`src/rtl/clockdiv_pkg.sv`:
```
// Shared constants and helpers for the programmable clock divider.
// Divisor arithmetic is unsigned throughout.
package clockdiv_pkg;

    localparam int DIV_WIDTH = 16;
    localparam int DIV_PIXEL = 2;   // 50 MHz master -> 25 MHz pixel enable
    localparam int DIV_MIN   = 1;

    // High-phase length of a period: ceil(d/2) == (d >> 1) + d[0].
    function automatic logic [31:0] half_up(input logic [31:0] d);
        return (d >> 1) + {31'b0, d[0]};
    endfunction

endpackage

```
`src/rtl/clockdiv_if.sv`:
```
// Control/status bundle of the programmable clock divider.
// The master side programs the divisor; the slave side is the divider itself.
interface clockdiv_if #(
    parameter int WIDTH = clockdiv_pkg::DIV_WIDTH
);
    logic             en;
    logic [WIDTH-1:0] div_in;
    logic             div_load;
    logic             clk_out;
    logic             tick;
    logic [WIDTH-1:0] div_active;
    logic             div_pending;
    logic             load_err;

    modport master (
        output en,
        output div_in,
        output div_load,
        input  clk_out,
        input  tick,
        input  div_active,
        input  div_pending,
        input  load_err
    );

    modport slave (
        input  en,
        input  div_in,
        input  div_load,
        output clk_out,
        output tick,
        output div_active,
        output div_pending,
        output load_err
    );
endinterface

```
`src/rtl/clockdiv_core.sv`:
```
// Period counter and square-wave generator for a given active divisor.
// Flags the period boundary so the owner of the divisor can swap it in.
module clockdiv_core
    import clockdiv_pkg::*;
#(
    parameter int WIDTH   = DIV_WIDTH,
    parameter int RST_DIV = DIV_PIXEL
) (
    input  logic             clk,
    input  logic             clr_n,
    input  logic             en,
    input  logic [WIDTH-1:0] div,
    output logic             boundary,
    output logic             clk_out,
    output logic             tick
);

    logic [WIDTH-1:0] cnt;
    logic [WIDTH-1:0] cnt_inc;
    logic [WIDTH-1:0] cnt_last;
    logic [WIDTH-1:0] half;

    // div is never zero, so div-1 cannot wrap and cnt+1 stays below 2^WIDTH.
    assign cnt_last = div - WIDTH'(1);
    assign cnt_inc  = cnt + WIDTH'(1);
    assign half     = WIDTH'(half_up(32'(div)));
    assign boundary = en && (cnt == cnt_last);

    always_ff @(posedge clk) begin
        if (!clr_n) begin
            // Preset to the last count so the first enabled edge starts a period.
            cnt     <= WIDTH'(RST_DIV - 1);
            clk_out <= 1'b0;
            tick    <= 1'b0;
        end else if (!en) begin
            tick    <= 1'b0;
        end else if (boundary) begin
            cnt     <= '0;
            clk_out <= 1'b1;
            tick    <= 1'b1;
        end else begin
            cnt     <= cnt_inc;
            tick    <= 1'b0;
            if (cnt_inc == half) begin
                clk_out <= 1'b0;
            end
        end
    end

endmodule

```
`src/rtl/clockdiv_prog.sv`:
```
// Runtime-programmable clock divider: divided clock plus period-start strobe.
// New divisors are shadowed and only take effect at a period boundary.
module clockdiv_prog
    import clockdiv_pkg::*;
#(
    parameter int WIDTH       = DIV_WIDTH,
    parameter int DEFAULT_DIV = DIV_PIXEL
) (
    input  logic       clk,
    input  logic       clr_n,
    clockdiv_if.slave  bus
);

    if (WIDTH < 1 || WIDTH > 32) begin : g_bad_width
        $error("clockdiv_prog: WIDTH must be within 1..32");
    end

    if (DEFAULT_DIV < DIV_MIN ||
        longint'(DEFAULT_DIV) > ((longint'(1) << WIDTH) - longint'(1))) begin : g_bad_default
        $error("clockdiv_prog: DEFAULT_DIV must be within 1..2^WIDTH-1");
    end

    logic [WIDTH-1:0] div_active;
    logic [WIDTH-1:0] div_shadow;
    logic             div_pending;
    logic             load_err;
    logic             boundary;
    logic             clk_out;
    logic             tick;

    logic [WIDTH-1:0] div_active_nxt;
    logic [WIDTH-1:0] div_shadow_nxt;
    logic             div_pending_nxt;
    logic             load_err_nxt;
    logic             load_ok;

    assign load_ok = bus.div_load && (bus.div_in != '0);

    // A load landing on the boundary edge bypasses the shadow register.
    always_comb begin
        div_active_nxt  = div_active;
        div_shadow_nxt  = div_shadow;
        div_pending_nxt = div_pending;
        load_err_nxt    = bus.div_load && (bus.div_in == '0);

        if (boundary) begin
            if (load_ok) begin
                div_active_nxt = bus.div_in;
                div_shadow_nxt = bus.div_in;
            end else if (div_pending) begin
                div_active_nxt = div_shadow;
            end
            div_pending_nxt = 1'b0;
        end else if (load_ok) begin
            div_shadow_nxt  = bus.div_in;
            div_pending_nxt = 1'b1;
        end
    end

    always_ff @(posedge clk) begin
        if (!clr_n) begin
            div_active  <= WIDTH'(DEFAULT_DIV);
            div_shadow  <= '0;
            div_pending <= 1'b0;
            load_err    <= 1'b0;
        end else begin
            div_active  <= div_active_nxt;
            div_shadow  <= div_shadow_nxt;
            div_pending <= div_pending_nxt;
            load_err    <= load_err_nxt;
        end
    end

    clockdiv_core #(
        .WIDTH   (WIDTH),
        .RST_DIV (DEFAULT_DIV)
    ) u_core (
        .clk      (clk),
        .clr_n    (clr_n),
        .en       (bus.en),
        .div      (div_active),
        .boundary (boundary),
        .clk_out  (clk_out),
        .tick     (tick)
    );

    assign bus.clk_out     = clk_out;
    assign bus.tick        = tick;
    assign bus.div_active  = div_active;
    assign bus.div_pending = div_pending;
    assign bus.load_err    = load_err;

endmodule
```
`src/flat_wrapper.sv`:
```
// flat-port wrapper written by rule: the top's interface ports become plain ports
module clockdiv_prog_flat import clockdiv_pkg::*;
#(
    parameter int WIDTH       = DIV_WIDTH,
    parameter int DEFAULT_DIV = DIV_PIXEL
)
  (clk, clr_n, bus_en, bus_div_in, bus_div_load, bus_clk_out, bus_tick, bus_div_active, bus_div_pending, bus_load_err);
  clockdiv_if #(.WIDTH(WIDTH)) bus_i ();
  input  logic clk;
  input  logic clr_n;
  input wire logic [$bits(bus_i.en)-1:0] bus_en;
  input wire logic [$bits(bus_i.div_in)-1:0] bus_div_in;
  input wire logic [$bits(bus_i.div_load)-1:0] bus_div_load;
  output wire logic [$bits(bus_i.clk_out)-1:0] bus_clk_out;
  output wire logic [$bits(bus_i.tick)-1:0] bus_tick;
  output wire logic [$bits(bus_i.div_active)-1:0] bus_div_active;
  output wire logic [$bits(bus_i.div_pending)-1:0] bus_div_pending;
  output wire logic [$bits(bus_i.load_err)-1:0] bus_load_err;
  assign bus_i.en = bus_en;
  assign bus_i.div_in = bus_div_in;
  assign bus_i.div_load = bus_div_load;
  assign bus_clk_out = bus_i.clk_out;
  assign bus_tick = bus_i.tick;
  assign bus_div_active = bus_i.div_active;
  assign bus_div_pending = bus_i.div_pending;
  assign bus_load_err = bus_i.load_err;
  clockdiv_prog #(.WIDTH(WIDTH), .DEFAULT_DIV(DEFAULT_DIV)) u_core (.clk(clk), .clr_n(clr_n), .bus(bus_i));
endmodule
```
`config.mk`:
```
export PLATFORM = sky130hd
export DESIGN_NAME = clockdiv_prog_flat
export DESIGN_NICKNAME = d
export VERILOG_FILES = /design/src/rtl/clockdiv_pkg.sv /design/src/rtl/clockdiv_if.sv /design/src/rtl/clockdiv_core.sv /design/src/rtl/clockdiv_prog.sv /design/src/flat_wrapper.sv
export SDC_FILE = /design/constraint.sdc
export NUM_CORES = 1
export LEC_CHECK = 0
export ABC_AREA = 1
export CORE_ASPECT_RATIO = 1.2
export CORE_MARGIN = 2
export CORE_UTILIZATION = 60
export DETAILED_ROUTE_END_ITERATION = 10
export HOLD_SLACK_MARGIN = 0.05
export PLACE_DENSITY_LB_ADDON = 0.05
export SLEW_MARGIN = 20
export SYNTH_ARGS = -nofsm -noshare
export SYNTH_HDL_FRONTEND = slang
export SYNTH_SLANG_ARGS = --single-unit
```
`constraint.sdc`:
```
create_clock -name clk -period 3.69 [get_ports clk]
set_clock_uncertainty 0.05 [all_clocks]
set_input_delay 0.738 -clock clk [delete_from_list [all_inputs] [get_ports clk]]
set_output_delay 0.738 -clock clk [all_outputs]
set_load 0.05 [all_outputs]
```
==> results.json <==
{
  "outcome": "complete, no violations",
  "grt_max_degree": 36,
  "cp_slowest_cell": "clkdlybuf4s50_1",
  "drive_above_1_share_pct": 5.31,
  "rows": 33,
  "synth_seq_cells": 52,
  "fin_ws_ps": 998,
  "crit_buf_inv": 1,
  "die_x_um": 79.9,
  "cp_max_fo": 10,
  "ant_nets": 0,
  "hold_violations": 0,
  "critPathLaunchType": "flop",
  "yosys_warnings": 0,
  "drt-total-wl_um": 10600,
  "cts_root_buf": "clkbuf_8",
  "avgViaCountPerCell": 5.21,
  "post_cts_resized": 0,
  "grt_pass1_vias": 4131,
  "crit_path_start": "u_core.bus.div_active[7]",
  "layout_min_cycle_time_ps": 2690,
  "die_y_um": 95.1,
  "setup-violations-final": 0,
  "max_freq_mhz": 372,
  "ir_drop_mv": 0.689,
  "routabilityCongestion": 0.901,
  "maxCapViolations": 0,
  "grt_pass1_wl_um": 17900,
  "clockBufferDepth": 2,
  "boundaryPins": 40,
  "crit_arrival_ps": 1900,
  "dr.pass1.iters": 5,
  "routedWlPerCell_um": 12.3,
  "synth.top_cell.area_share_pct": 27.1,
  "fillers": 666,
  "dieArea_um2": 7600,
  "worst-setup-path-type": "flop to output port",
  "max_stage_delay_ps": 910,
  "dp_slack_ps": 795,
  "fin_cells": 859,
  "synth.largest_area_cell": "nand2_1",
  "slew-limit-headroom_pct": 56.0,
  "antenna_found_initial": 0,
  "multi_input_area_um2": 2530,
  "syn_nets": 773,
  "synth_area_leaders": "nand2_1 (27%), dfxtp_1 (25%), nand3_1 (10%)",
  "cts_tree": "done",
  "numCtsBuffers": 5,
  "gr-total-overflow": 0,
  "min_period_over_period_pct": 72.9,
  "hold_class": "flop to flop",
  "clk_latency_ps": 310,
  "remaining_drc_errors": 0,
  "critPathCaptureType": "output port",
  "seq_area_um2": 1040,
  "dp_hpwl_um": 8220,
  "worst_slew_pin_slew_ps": 659,
  "required_ps": 2900,
  "syn2layout_area_growth_pct": 11.2,
  "cts_hold_buf": 0,
  "min_from": "u_core.bus.div_active[1]",
  "io_buffer_count": 39,
  "htreeDepth": 2,
  "syn_area_per_cell_um2": 5.54,
  "cpLargestDelayFamily": "buffers and inverters",
  "dp.cells": 851,
  "nets": 795,
  "setup_tns_ps": 0,
  "diodes": 0,
  "worstReg2RegStart": "u_core.bus.div_active[1]",
  "cts.reportedPaths.clkPinSlew_ps": 110,
  "slew_violations": 0,
  "core_um2": 6770,
  "vias": 4475,
  "synth.distinct_cells": 30,
  "cp_cell_sequence": "clkdlybuf4s50_1",
  "cts_setup_buffers": 0,
  "p_leak_uw": 0.00241,
  "synthCells": 749,
  "track_usage_pct": 29.4,
  "rsz0062_at_grt": "no",
  "p_per_area_nw_per_um2": 812,
  "detail_route.iter0.violations": 238,
  "ys_seq_area_share_pct": 25.1,
  "netlist_area_um2": 4150,
  "numClockSinks": 52,
  "initial_core_util_pct": 61.3
}
## report_power, final
group	switching [µW]	leakage (µW)	internal (µW)	total [µW]
clock network	214	0.0000462	140	354
logic	1640	0.00194	823	2460
registers	249	0.000425	680	928
## per-stage QoR
stage	area [µm²]	hold slack, ps	total power [µW]	utilization [%]
finish	4610	476	3740	68.1
global route	4610	520	4120	68.1
CTS	4610	480	3730	68.1
detailed placement	4520	464	3370	66.8
global placement	4520	454	3320	66.8
floorplan	4150	416	2900	-
## flip-flops by register name, summed over array words and instances, names as in the netlist
register                count
u_core.bus.load_err         1
u_core.u_core.tick          1
u_core.bus.div_active      16
u_core.u_core.clk_out       1
u_core.div_shadow          16
u_core.bus.div_pending      1
u_core.u_core.cnt          16
## logic make-up after synthesis
kind of cell / count (synthesis) / share of synthesized area [%]
simple gates: 513 / 53.2
buf+inv: 138 / 13.9
flops: 52 / 25.1
compound gates: 26 / 3.20
xor+xnor: 16 / 3.38
fa+ha+maj: 4 / 1.21
## metal layers
| layer | GRT usage, % | wire length, µm | up-vias |
|---|---|---|---|
| met3 | 3.60 | 560 | 20 |
| met2 | 52.2 | 5110 | 138 |
| met5 | 0 | 0 | - |
| met4 | 9.18 | 194 | 0 |
| li1 | - | - | 2333 |
| met1 | 36.8 | 4710 | 1984 |
## cell usage after synthesis
library cell  number
nand3_1           85
nor4_1             2
nor2_2            10
inv_2              7
nand2_4            1
o21a_1             1
ha_1               4
nor2_4             3
nand4_1           12
clkbuf_1           8
buf_6              4
clkinv_1           1
nor3_1             3
nand3_2            1
xnor2_1            4
xor2_1            12
nor2_1            89
a21oi_1            1
inv_1            100
nand2_1          299
buf_1              3
nand3b_1           2
o21ai_0           22
nand2_2            2
buf_2             11
nor2_8             3
dfxtp_1           52
buf_4              4
o21ai_1            2
nand3_4            1
## placed cells by master (no fill, tap or decap), drive strengths merged
cell,n
nor3,3
nand2,302
nand3,87
clkbuf,6
xor2,12
a21oi,1
clkinv,1
nand3b,2
inv,109
ha,4
clkdlybuf4s50,39
nor2,105
nor4,2
xnor2,4
buf,6
o21a,1
o21ai,24
nand4,12
dfxtp,52
## layout make-up
cell class / count / area share [%]
clock buffers: 6 / 1.57
clock inverters: 2 / 0.380
inverters: 108 / 8.79
multi-input cells: 559 / 54.9
flip-flops and latches: 52 / 22.6
well taps: 87 / 2.36
repair buffers: 45 / 9.44
## final timing paths
check | depth (start not counted) | slack, ps | end
setup reg to reg | 16 | 1210 | u_core.u_core.cnt[11]
hold / removal | 2 | 480 | u_core.bus.div_active[1]
hold reg to reg | 2 | 480 | u_core.bus.div_active[1]
setup / recovery | 1 | 1000 | bus_div_active[7]
Power figures use the tool's default switching activity.
